**src/rtl/log_frame_stats_if.sv**
```systemverilog
// Bus bundle for log_frame_stats: the incoming log-domain pixel stream plus the
// published per-frame statistics and an FSM state debug tap.
interface log_frame_stats_if #(
  parameter int DATA_BITS = 16,
  parameter int CNT_BITS  = 32,
  parameter int SUM_BITS  = 48
);
  // Handshake: tvalid_in alone qualifies a beat; there is no ready, so every
  // cycle with tvalid_in high is one accepted beat. stat_valid is a one-cycle
  // pulse with the stat_* values already updated in that cycle.
  logic [CNT_BITS-1:0]  frame_len;
  logic [DATA_BITS-1:0] tdata_in;
  logic                 tvalid_in;
  logic [DATA_BITS-1:0] stat_min;
  logic [DATA_BITS-1:0] stat_max;
  logic [SUM_BITS-1:0]  stat_sum;
  logic [CNT_BITS-1:0]  stat_count;
  logic [CNT_BITS-1:0]  stat_sent_count;
  logic                 stat_valid;
  logic                 busy;
  logic [1:0]           dbg_state;

  modport master (
    output frame_len, tdata_in, tvalid_in,
    input  stat_min, stat_max, stat_sum, stat_count, stat_sent_count,
    input  stat_valid, busy, dbg_state
  );

  modport slave (
    input  frame_len, tdata_in, tvalid_in,
    output stat_min, stat_max, stat_sum, stat_count, stat_sent_count,
    output stat_valid, busy, dbg_state
  );
endinterface

```
**src/rtl/log_frame_stats.sv**
```systemverilog
// Per-frame min/max/sum/count/sentinel statistics over a tvalid-only log stream.
// Frames are delimited by a length sampled on each frame's first beat.
module log_frame_stats #(
  parameter int                   DATA_BITS = 16,
  parameter logic [DATA_BITS-1:0] SENTINEL  = 16'h8800,
  parameter int                   CNT_BITS  = 32,
  parameter int                   SUM_BITS  = 48
) (
  input  logic             clk,
  input  logic             rst,
  log_frame_stats_if.slave bus
);

  typedef enum logic [1:0] {
    IDLE    = 2'd0,
    ACCUM   = 2'd1,
    PUBLISH = 2'd2
  } state_e;

  localparam logic [DATA_BITS-1:0] MIN_INIT = {1'b0, {(DATA_BITS-1){1'b1}}};
  localparam logic [DATA_BITS-1:0] MAX_INIT = {1'b1, {(DATA_BITS-1){1'b0}}};

  state_e                      state_q, state_d;
  logic [CNT_BITS-1:0]         len_q, len_d;
  logic [CNT_BITS-1:0]         beat_cnt_q, beat_cnt_d;
  logic [CNT_BITS-1:0]         cnt_q, cnt_d;
  logic [CNT_BITS-1:0]         sent_q, sent_d;
  logic signed [DATA_BITS-1:0] min_q, min_d;
  logic signed [DATA_BITS-1:0] max_q, max_d;
  logic signed [SUM_BITS-1:0]  sum_q, sum_d;

  logic [DATA_BITS-1:0]        st_min_q, st_max_q;
  logic [SUM_BITS-1:0]         st_sum_q;
  logic [CNT_BITS-1:0]         st_cnt_q, st_sent_q;

  logic                        first_beat;
  logic [CNT_BITS-1:0]         eff_len;
  logic [CNT_BITS-1:0]         b_beat, b_cnt, b_sent;
  logic signed [DATA_BITS-1:0] b_min, b_max, sample;
  logic signed [SUM_BITS-1:0]  b_sum;

  assign sample = $signed(bus.tdata_in);

  always_comb begin
    state_d    = state_q;
    len_d      = len_q;
    beat_cnt_d = beat_cnt_q;
    cnt_d      = cnt_q;
    sent_d     = sent_q;
    min_d      = min_q;
    max_d      = max_q;
    sum_d      = sum_q;
    eff_len    = len_q;

    // IDLE and PUBLISH both treat an arriving beat as the start of a new frame.
    first_beat = (state_q != ACCUM);
    b_beat = first_beat ? '0 : beat_cnt_q;
    b_cnt  = first_beat ? '0 : cnt_q;
    b_sent = first_beat ? '0 : sent_q;
    b_min  = first_beat ? $signed(MIN_INIT) : min_q;
    b_max  = first_beat ? $signed(MAX_INIT) : max_q;
    b_sum  = first_beat ? '0 : sum_q;

    if (bus.tvalid_in) begin
      if (first_beat) begin
        len_d   = (bus.frame_len == '0) ? CNT_BITS'(1) : bus.frame_len;
        eff_len = len_d;
      end
      beat_cnt_d = b_beat + CNT_BITS'(1);
      cnt_d      = b_cnt;
      sent_d     = b_sent;
      min_d      = b_min;
      max_d      = b_max;
      sum_d      = b_sum;
      if (bus.tdata_in == SENTINEL) begin
        sent_d = b_sent + CNT_BITS'(1);
      end else begin
        cnt_d = b_cnt + CNT_BITS'(1);
        sum_d = b_sum + {{(SUM_BITS-DATA_BITS){bus.tdata_in[DATA_BITS-1]}}, bus.tdata_in};
        if (sample < b_min) min_d = sample;
        if (sample > b_max) max_d = sample;
      end
      state_d = (beat_cnt_d == eff_len) ? PUBLISH : ACCUM;
    end else if (state_q == PUBLISH) begin
      state_d = IDLE;
    end
  end

  always_ff @(posedge clk) begin
    if (rst) begin
      state_q    <= IDLE;
      len_q      <= '0;
      beat_cnt_q <= '0;
      cnt_q      <= '0;
      sent_q     <= '0;
      min_q      <= $signed(MIN_INIT);
      max_q      <= $signed(MAX_INIT);
      sum_q      <= '0;
      st_min_q   <= '0;
      st_max_q   <= '0;
      st_sum_q   <= '0;
      st_cnt_q   <= '0;
      st_sent_q  <= '0;
    end else begin
      state_q    <= state_d;
      len_q      <= len_d;
      beat_cnt_q <= beat_cnt_d;
      cnt_q      <= cnt_d;
      sent_q     <= sent_d;
      min_q      <= min_d;
      max_q      <= max_d;
      sum_q      <= sum_d;
      // Load on the closing beat so the values are visible alongside the pulse.
      if (state_d == PUBLISH) begin
        st_min_q  <= (cnt_d == '0) ? SENTINEL : min_d;
        st_max_q  <= (cnt_d == '0) ? SENTINEL : max_d;
        st_sum_q  <= sum_d;
        st_cnt_q  <= cnt_d;
        st_sent_q <= sent_d;
      end
    end
  end

  assign bus.stat_min        = st_min_q;
  assign bus.stat_max        = st_max_q;
  assign bus.stat_sum        = st_sum_q;
  assign bus.stat_count      = st_cnt_q;
  assign bus.stat_sent_count = st_sent_q;
  assign bus.stat_valid      = (state_q == PUBLISH);
  assign bus.busy            = (state_q == ACCUM) || ((state_q == PUBLISH) && bus.tvalid_in);
  assign bus.dbg_state       = state_q;

endmodule

```
**src/flat_wrapper.sv**
```systemverilog
// flat-port wrapper written by rule: the top's interface ports become plain ports
module log_frame_stats_flat 
#(
  parameter int                   DATA_BITS = 16,
  parameter logic [DATA_BITS-1:0] SENTINEL  = 16'h8800,
  parameter int                   CNT_BITS  = 32,
  parameter int                   SUM_BITS  = 48
)
  (clk, rst, bus_frame_len, bus_tdata_in, bus_tvalid_in, bus_stat_min, bus_stat_max, bus_stat_sum, bus_stat_count, bus_stat_sent_count, bus_stat_valid, bus_busy, bus_dbg_state);
  log_frame_stats_if #(.DATA_BITS(DATA_BITS), .CNT_BITS(CNT_BITS), .SUM_BITS(SUM_BITS)) bus_i ();
  input  logic clk;
  input  logic rst;
  input wire logic [$bits(bus_i.frame_len)-1:0] bus_frame_len;
  input wire logic [$bits(bus_i.tdata_in)-1:0] bus_tdata_in;
  input wire logic [$bits(bus_i.tvalid_in)-1:0] bus_tvalid_in;
  output wire logic [$bits(bus_i.stat_min)-1:0] bus_stat_min;
  output wire logic [$bits(bus_i.stat_max)-1:0] bus_stat_max;
  output wire logic [$bits(bus_i.stat_sum)-1:0] bus_stat_sum;
  output wire logic [$bits(bus_i.stat_count)-1:0] bus_stat_count;
  output wire logic [$bits(bus_i.stat_sent_count)-1:0] bus_stat_sent_count;
  output wire logic [$bits(bus_i.stat_valid)-1:0] bus_stat_valid;
  output wire logic [$bits(bus_i.busy)-1:0] bus_busy;
  output wire logic [$bits(bus_i.dbg_state)-1:0] bus_dbg_state;
  assign bus_i.frame_len = bus_frame_len;
  assign bus_i.tdata_in = bus_tdata_in;
  assign bus_i.tvalid_in = bus_tvalid_in;
  assign bus_stat_min = bus_i.stat_min;
  assign bus_stat_max = bus_i.stat_max;
  assign bus_stat_sum = bus_i.stat_sum;
  assign bus_stat_count = bus_i.stat_count;
  assign bus_stat_sent_count = bus_i.stat_sent_count;
  assign bus_stat_valid = bus_i.stat_valid;
  assign bus_busy = bus_i.busy;
  assign bus_dbg_state = bus_i.dbg_state;
  log_frame_stats #(.DATA_BITS(DATA_BITS), .SENTINEL(SENTINEL), .CNT_BITS(CNT_BITS), .SUM_BITS(SUM_BITS)) u_core (.clk(clk), .rst(rst), .bus(bus_i));
endmodule
```
**config.mk**
```make
export PLATFORM = sky130hd
export DESIGN_NAME = log_frame_stats_flat
export DESIGN_NICKNAME = d
export VERILOG_FILES = /design/src/rtl/log_frame_stats_if.sv /design/src/rtl/log_frame_stats.sv /design/src/flat_wrapper.sv
export SDC_FILE = /design/constraint.sdc
export NUM_CORES = 1
export LEC_CHECK = 0
export CAP_MARGIN = 40
export CORE_MARGIN = 3
export CORE_UTILIZATION = 54
export DETAILED_ROUTE_END_ITERATION = 8
export GPL_TIMING_DRIVEN = 1
export PLACE_DENSITY = 0.76
export SLEW_MARGIN = 20
export SYNTH_ARGS = -nofsm -noshare
export SYNTH_HDL_FRONTEND = slang
export SYNTH_SLANG_ARGS = --single-unit
```
**constraint.sdc**
```tcl
create_clock -name clk -period 7.85 [get_ports clk]
set_input_delay 1.1775 -clock clk [delete_from_list [all_inputs] [get_ports clk]]
set_output_delay 1.1775 -clock clk [all_outputs]
set_load 0.05 [all_outputs]
```
Yosys cells after proc, flatten, opt, wreduce, memory -nomap -nowiden --
Index checks and enable logic that the tools add are counted. Widths: inputs -> output; s select.
Storage, ports and cells: register bits after elaboration 354, input bits 51, output and inout bits 148, word-level logic and storage cells 55
Cells by class: add/sub/neg operators 4, $lt $le $gt $ge 2, equality and inequality tests 6, mux-type cells 26, reduce and logical (&&, ||, !) cells 4
Operators with widths (count):
- $mux 32 | 10
- $mux 16 | 10
- $mux 48 | 3
- $add 32x1->32 const B | 3
- $logic_not 32->1 | 2
- $add 48x48->48 | 1
- $eq 32x32->1 | 1
- $eq 16x16->1 const B | 1
- $gt 16x16->1 | 1
- $lt 16x16->1 | 1
- $mux 2 | 3
- $eq 2x2->1 const B | 2
- $eq 2x1->1 const B | 1
- $ne 2x1->1 const B | 1
- $logic_and 1x1->1 | 1
- $logic_or 1x1->1 | 1

Logic depth before layout (Yosys ltp) --
depth after elaboration 8, mapped depth 24, depth with buffers taken out 15

Worst setup path before layout --
OpenSTA, ideal clock, no wires.
path kind flip-flop to flip-flop, start register u_core.state_q[0], in the netlist u_core.bus.dbg_state[0], end register u_core.st_min_q[15], in the netlist u_core.bus.stat_min[15], setup time 0.122 ns, arrival 5.369 ns, data required time 7.728 ns, setup slack 2.359 ns, stages on the path, launching flop included 25, path buffers 11, clock period less this slack 5.491 ns, path through dfxtp_1 buf_4 nor2b_2 buf_6 buf_6 buf_2 buf_2 buf_2 clkbuf_1 clkbuf_1 and2_1 ha_1 and4_1 clkbuf_1 nand3_1 nor3_1 xnor2_1 a21oi_1 nor4b_1 nand4_1 nor4_2 nor2b_1 buf_6 buf_6 a21oi_1
Between the ends: word-level cells in the longest chain between the ends 7, elaborated cells on any way between the ends 22, classes of those cells add/sub: 2; order compare: 1; eq/ne: 4; mux: 14; reduce/logical: 1
Ends and longest elaborated chain:
- from (decl) | line log_frame_stats.sv:23 | state_e state_q, state_d;
- from (signal assigned) | line log_frame_stats.sv:105 | state_q <= state_d;
- $ne 2x1->1 | line log_frame_stats.sv:56 | first_beat = (state_q != ACCUM);
- $mux 32 (tied with other cells) | line log_frame_stats.sv:57 | b_beat = first_beat ? '0 : beat_cnt_q;
- $add 32x1->32 (tied with other cells) | line log_frame_stats.sv:69 | beat_cnt_d = b_beat + CNT_BITS'(1);
- $eq 32x32->1 (tied with other cells) | line log_frame_stats.sv:83 | state_d = (beat_cnt_d == eff_len) ? PUBLISH : ACCUM;
- $mux 2 (tied with other cells) | line log_frame_stats.sv:83
- $mux 2 (tied with other cells) | line log_frame_stats.sv:64 | if (bus.tvalid_in) begin
- $eq 2x2->1 / $mux 16 (equally long branches) | line log_frame_stats.sv:114, log_frame_stats.sv:115
- to (signal assigned) | line log_frame_stats.sv:115 | st_min_q <= (cnt_d == '0) ? SENTINEL : min_d;
- to (decl) | line log_frame_stats.sv:32 | logic [DATA_BITS-1:0] st_min_q, st_max_q;
Several ways; a longest one is shown, not always the timed one. The select of a mux whose other input is x is not followed. A chain may end at the register's enable or synchronous reset.

Worst setup path after layout --
start register u_core.state_q[0], in the netlist u_core.bus.dbg_state[0], end register u_core.st_sum_q[40], in the netlist u_core.bus.stat_sum[40]
Between the ends: word-level cells in the longest chain between the ends 7, elaborated cells on any way between the ends 15, classes of those cells add/sub: 2; eq/ne: 4; mux: 9
Ends and longest elaborated chain:
- $ne 2x1->1 | line log_frame_stats.sv:56
- $mux 32 (on tied branches) | line log_frame_stats.sv:57, log_frame_stats.sv:65
- $add 32x1->32 / $mux 32 (equally long branches) | line log_frame_stats.sv:69, log_frame_stats.sv:64
- $eq 32x32->1 | line log_frame_stats.sv:83
- $mux 2 | line log_frame_stats.sv:83
- $mux 2 | line log_frame_stats.sv:64
- $eq 2x2->1 | line log_frame_stats.sv:114 | if (state_d == PUBLISH) begin
- to (signal assigned) | line log_frame_stats.sv:117 | st_sum_q <= sum_d;
- to (decl) | line log_frame_stats.sv:33 | logic [SUM_BITS-1:0] st_sum_q;
Several ways; a longest one is shown, not always the timed one. The select of a mux whose other input is x is not followed.

==> metrics.cfg <==
[critical_path]
r2r-start=u_core.bus.dbg_state[0]
arrival_ns=6.12
worst-path-max-fanout=134
endpoint_kind=flop
r2r_cells=16
start_kind=flop
rrSetupSlack_ns=2.22
r2r_end=u_core.bus.stat_sum[40]
worstPathRequired_ns=8.34
worst-setup-path-type=flop to flop

[clock_network]
htreeDepth=2
cts_buffer_depth=3
worstSkewPairLatency_ns=0.57
cts-root-buf=clkbuf_16
cts_buffers=40
cts_resized=0
clkTransAtPathRegs_ns=0.06
cts_setup_buffers=0
cts_sinks=354
cts_hold_buf=0
cts_tree=built

[sta]
finalHoldViolations=0
drv_slew=0
worst_pin_slew_ns=0.8864
timing.fmax_mhz=177.6
fin_skew_ns=0.02285
setup_tns_ns=0
hold_slack_ns=0.4679
slew-limit-headroom_pct=40.73
finalCritPeriodShare_pct=71.73
min_period_ns=5.631
setup_ws_ns=2.219
setup_violations=0
rsz0062_at_grt=no

[global_route]
grt_max_degree=162
antenna_found_initial=1
grt-ovfl-total=0
grt_pass1_vias=17660
grt_first_pass_wirelength_um=95270
grt.total_usage_pct=30.05

[floorplanning]
rows=68
design.portCount=199
start_util_pct=55.53
die_h_um=195.9
core-area_um2=35050
die_w_um=195.9
die-area_um2=38360

[synth]
synth_fp_nets=2554
synth_area_per_cell_um2=8.041
ys_ff_latch=354
ys_async_sr_fraction_pct=0
synth_cell_types=89
synth_edf_count=0
synth_top_cell_by_area=dfxtp_1
synth_area_leaders=dfxtp_1, nand2_1, nor2_1
synth_warnings=0
yosys.area.top_type_share_pct=36.41
yosysSeqAreaShare_pct=36.41
syn-cell-area_um2=19470
ys.flop_type=dfxtp_1
synth_cells=2421

[pwr]
finalPower_uw=4273
p_per_area_nw_per_um2=186.2
vdd_drop_max_v=0.0001747
p_leak_uw=0.008919

[detailed_routing]
drtPass1Iterations=7
wl_per_cell_um=19.99
num_vias=18520
ant_nets=0
drt_wl_total_um=60070
drt_iter0_drc=1608
vias_per_cell=6.162
drc=0

[place]
io_buffers=198
hpwlAfterDp_um=41220
place_congestion=0.9245
pre_cts_ws_ns=1.928

[hold_path]
min_from=u_core.len_q[26]
hp-class=flop to flop
whs_endpoint=u_core.len_q[26]
whs_path_depth=2

[cells_and_area]
drive_gt1_share_pct=5.137
nNetsFinal=2655
n_antenna_cell=0
final_cell_mix=dfxtp_1, nand2_1, nor2_1
syn_to_final_growth_pct=17.88
final_common_cell=dfxtp_1

[run_status]
status=finished clean

[run]
maxCapViolCount=0

==> sequential cells by signal, indices dropped and copies added (netlist names), 32 cells and up <==
register and flops:
u_core.cnt_q 32, u_core.bus.stat_sum 48, u_core.bus.stat_count 32, u_core.bus.stat_sent_count 32, u_core.beat_cnt_q 32, u_core.len_q 32
u_core.sent_q 32, u_core.sum_q 48
==> power by group <==
group,switching [uW],internal [uW]
logic,324,172
clock network,777,1140
registers,24.2,1840
==> cell type report <==
class / count / area (um^2)
Fill cell: 3052 / 12110
Multi-Input combinational cell: 1864 / 11590
Sequential cell: 354 / 7087
Timing Repair Buffer: 221 / 2205
Clock buffer: 54 / 1165
Tap cell: 455 / 569.3
Clock inverter: 16 / 175.2
Inverter: 41 / 153.9
==> cell usage after synthesis, drive strengths merged, types with 12 or more instances <==
library cell,count
inv,40
xor2,54
and4,16
and2,67
o22a,44
nor3,39
nor2,282
nand4,54
a31oi,25
a21o,26
a22oi,15
o21ai,90
mux2i,28
a311oi,23
nor4,22
o211ai,12
nand2b,24
ha,81
dfxtp,354
buf,53
a211oi,48
xnor2,93
and3,37
clkbuf,109
nand2,307
a32oi,14
nand3,83
a22o,28
a21oi,202
==> metal layers <==
layer / vias to the layer above / global-route usage [%] / routed length (um)
li1: 8848 / - / -
met5: - / 0 / 13
met2: 726 / 46.91 / 26800
met4: 2 / 10.43 / 1784
met3: 106 / 5.221 / 4488
met1: 8834 / 42.07 / 26990
==> per-stage QoR <==
stage,utilization [%],area (um^2),std cells
CTS,65.35,22910,3002
global placement,61.44,21540,2929
global route,65.46,22950,3005
finish,65.46,22950,3005
detailed placement,61.53,21570,2932
floorplan,-,19470,2421
==> kinds of logic (layout without fill, tap and decap cells) <==
group,after synthesis,in the layout,synth area share [%]
adders and majority gates,82,82,5.309
AOI/OAI and AO/OA,597,597,20.12
xor gates and xnor gates,148,148,6.730
DFF,354,354,36.41
buffers and inverters,203,332,4.345
and+or+nand+nor,1002,1002,25.25
muxes,35,35,1.845
==> worst max-delay path, cell delays in order, from the launching register on <==
cell and delay (ns):
dfxtp_1 0.85, nor2b_4 0.35, buf_12 0.42, and2_1 0.22, ha_1 0.20, inv_1 0.07
fa_1 0.40, nand2b_1 0.19, a21oi_1 0.22, nor2_1 0.12, o21ai_0 0.47, a221oi_1 0.32
o31a_1 0.42, o21ai_0 0.47, mux2_2 0.41, and3_1 0.17, nor2_1 0.09
==> how the worst max path moves through the flow <==
| stage | startpoint | to | slack (ns) | cells past startpoint |
|---|---|---|---|---|
| detailed placement | bus_tdata_in[12] | u_core.bus.stat_max[14] | 1.93 | 12 |
| floorplan | u_core.bus.dbg_state[0] | u_core.bus.stat_min[15] | 2.36 | 24 |
| global placement | bus_tdata_in[15] | u_core.bus.stat_max[14] | 1.97 | 12 |
| CTS | u_core.bus.dbg_state[0] | u_core.bus.stat_sum[45] | 2.32 | 13 |
| finish | u_core.bus.dbg_state[0] | u_core.bus.stat_sum[40] | 2.22 | 16 |
| global route | u_core.bus.dbg_state[0] | u_core.bus.stat_count[29] | 1.83 | 13 |
Note: power is estimated with default switching activity, not from simulation.
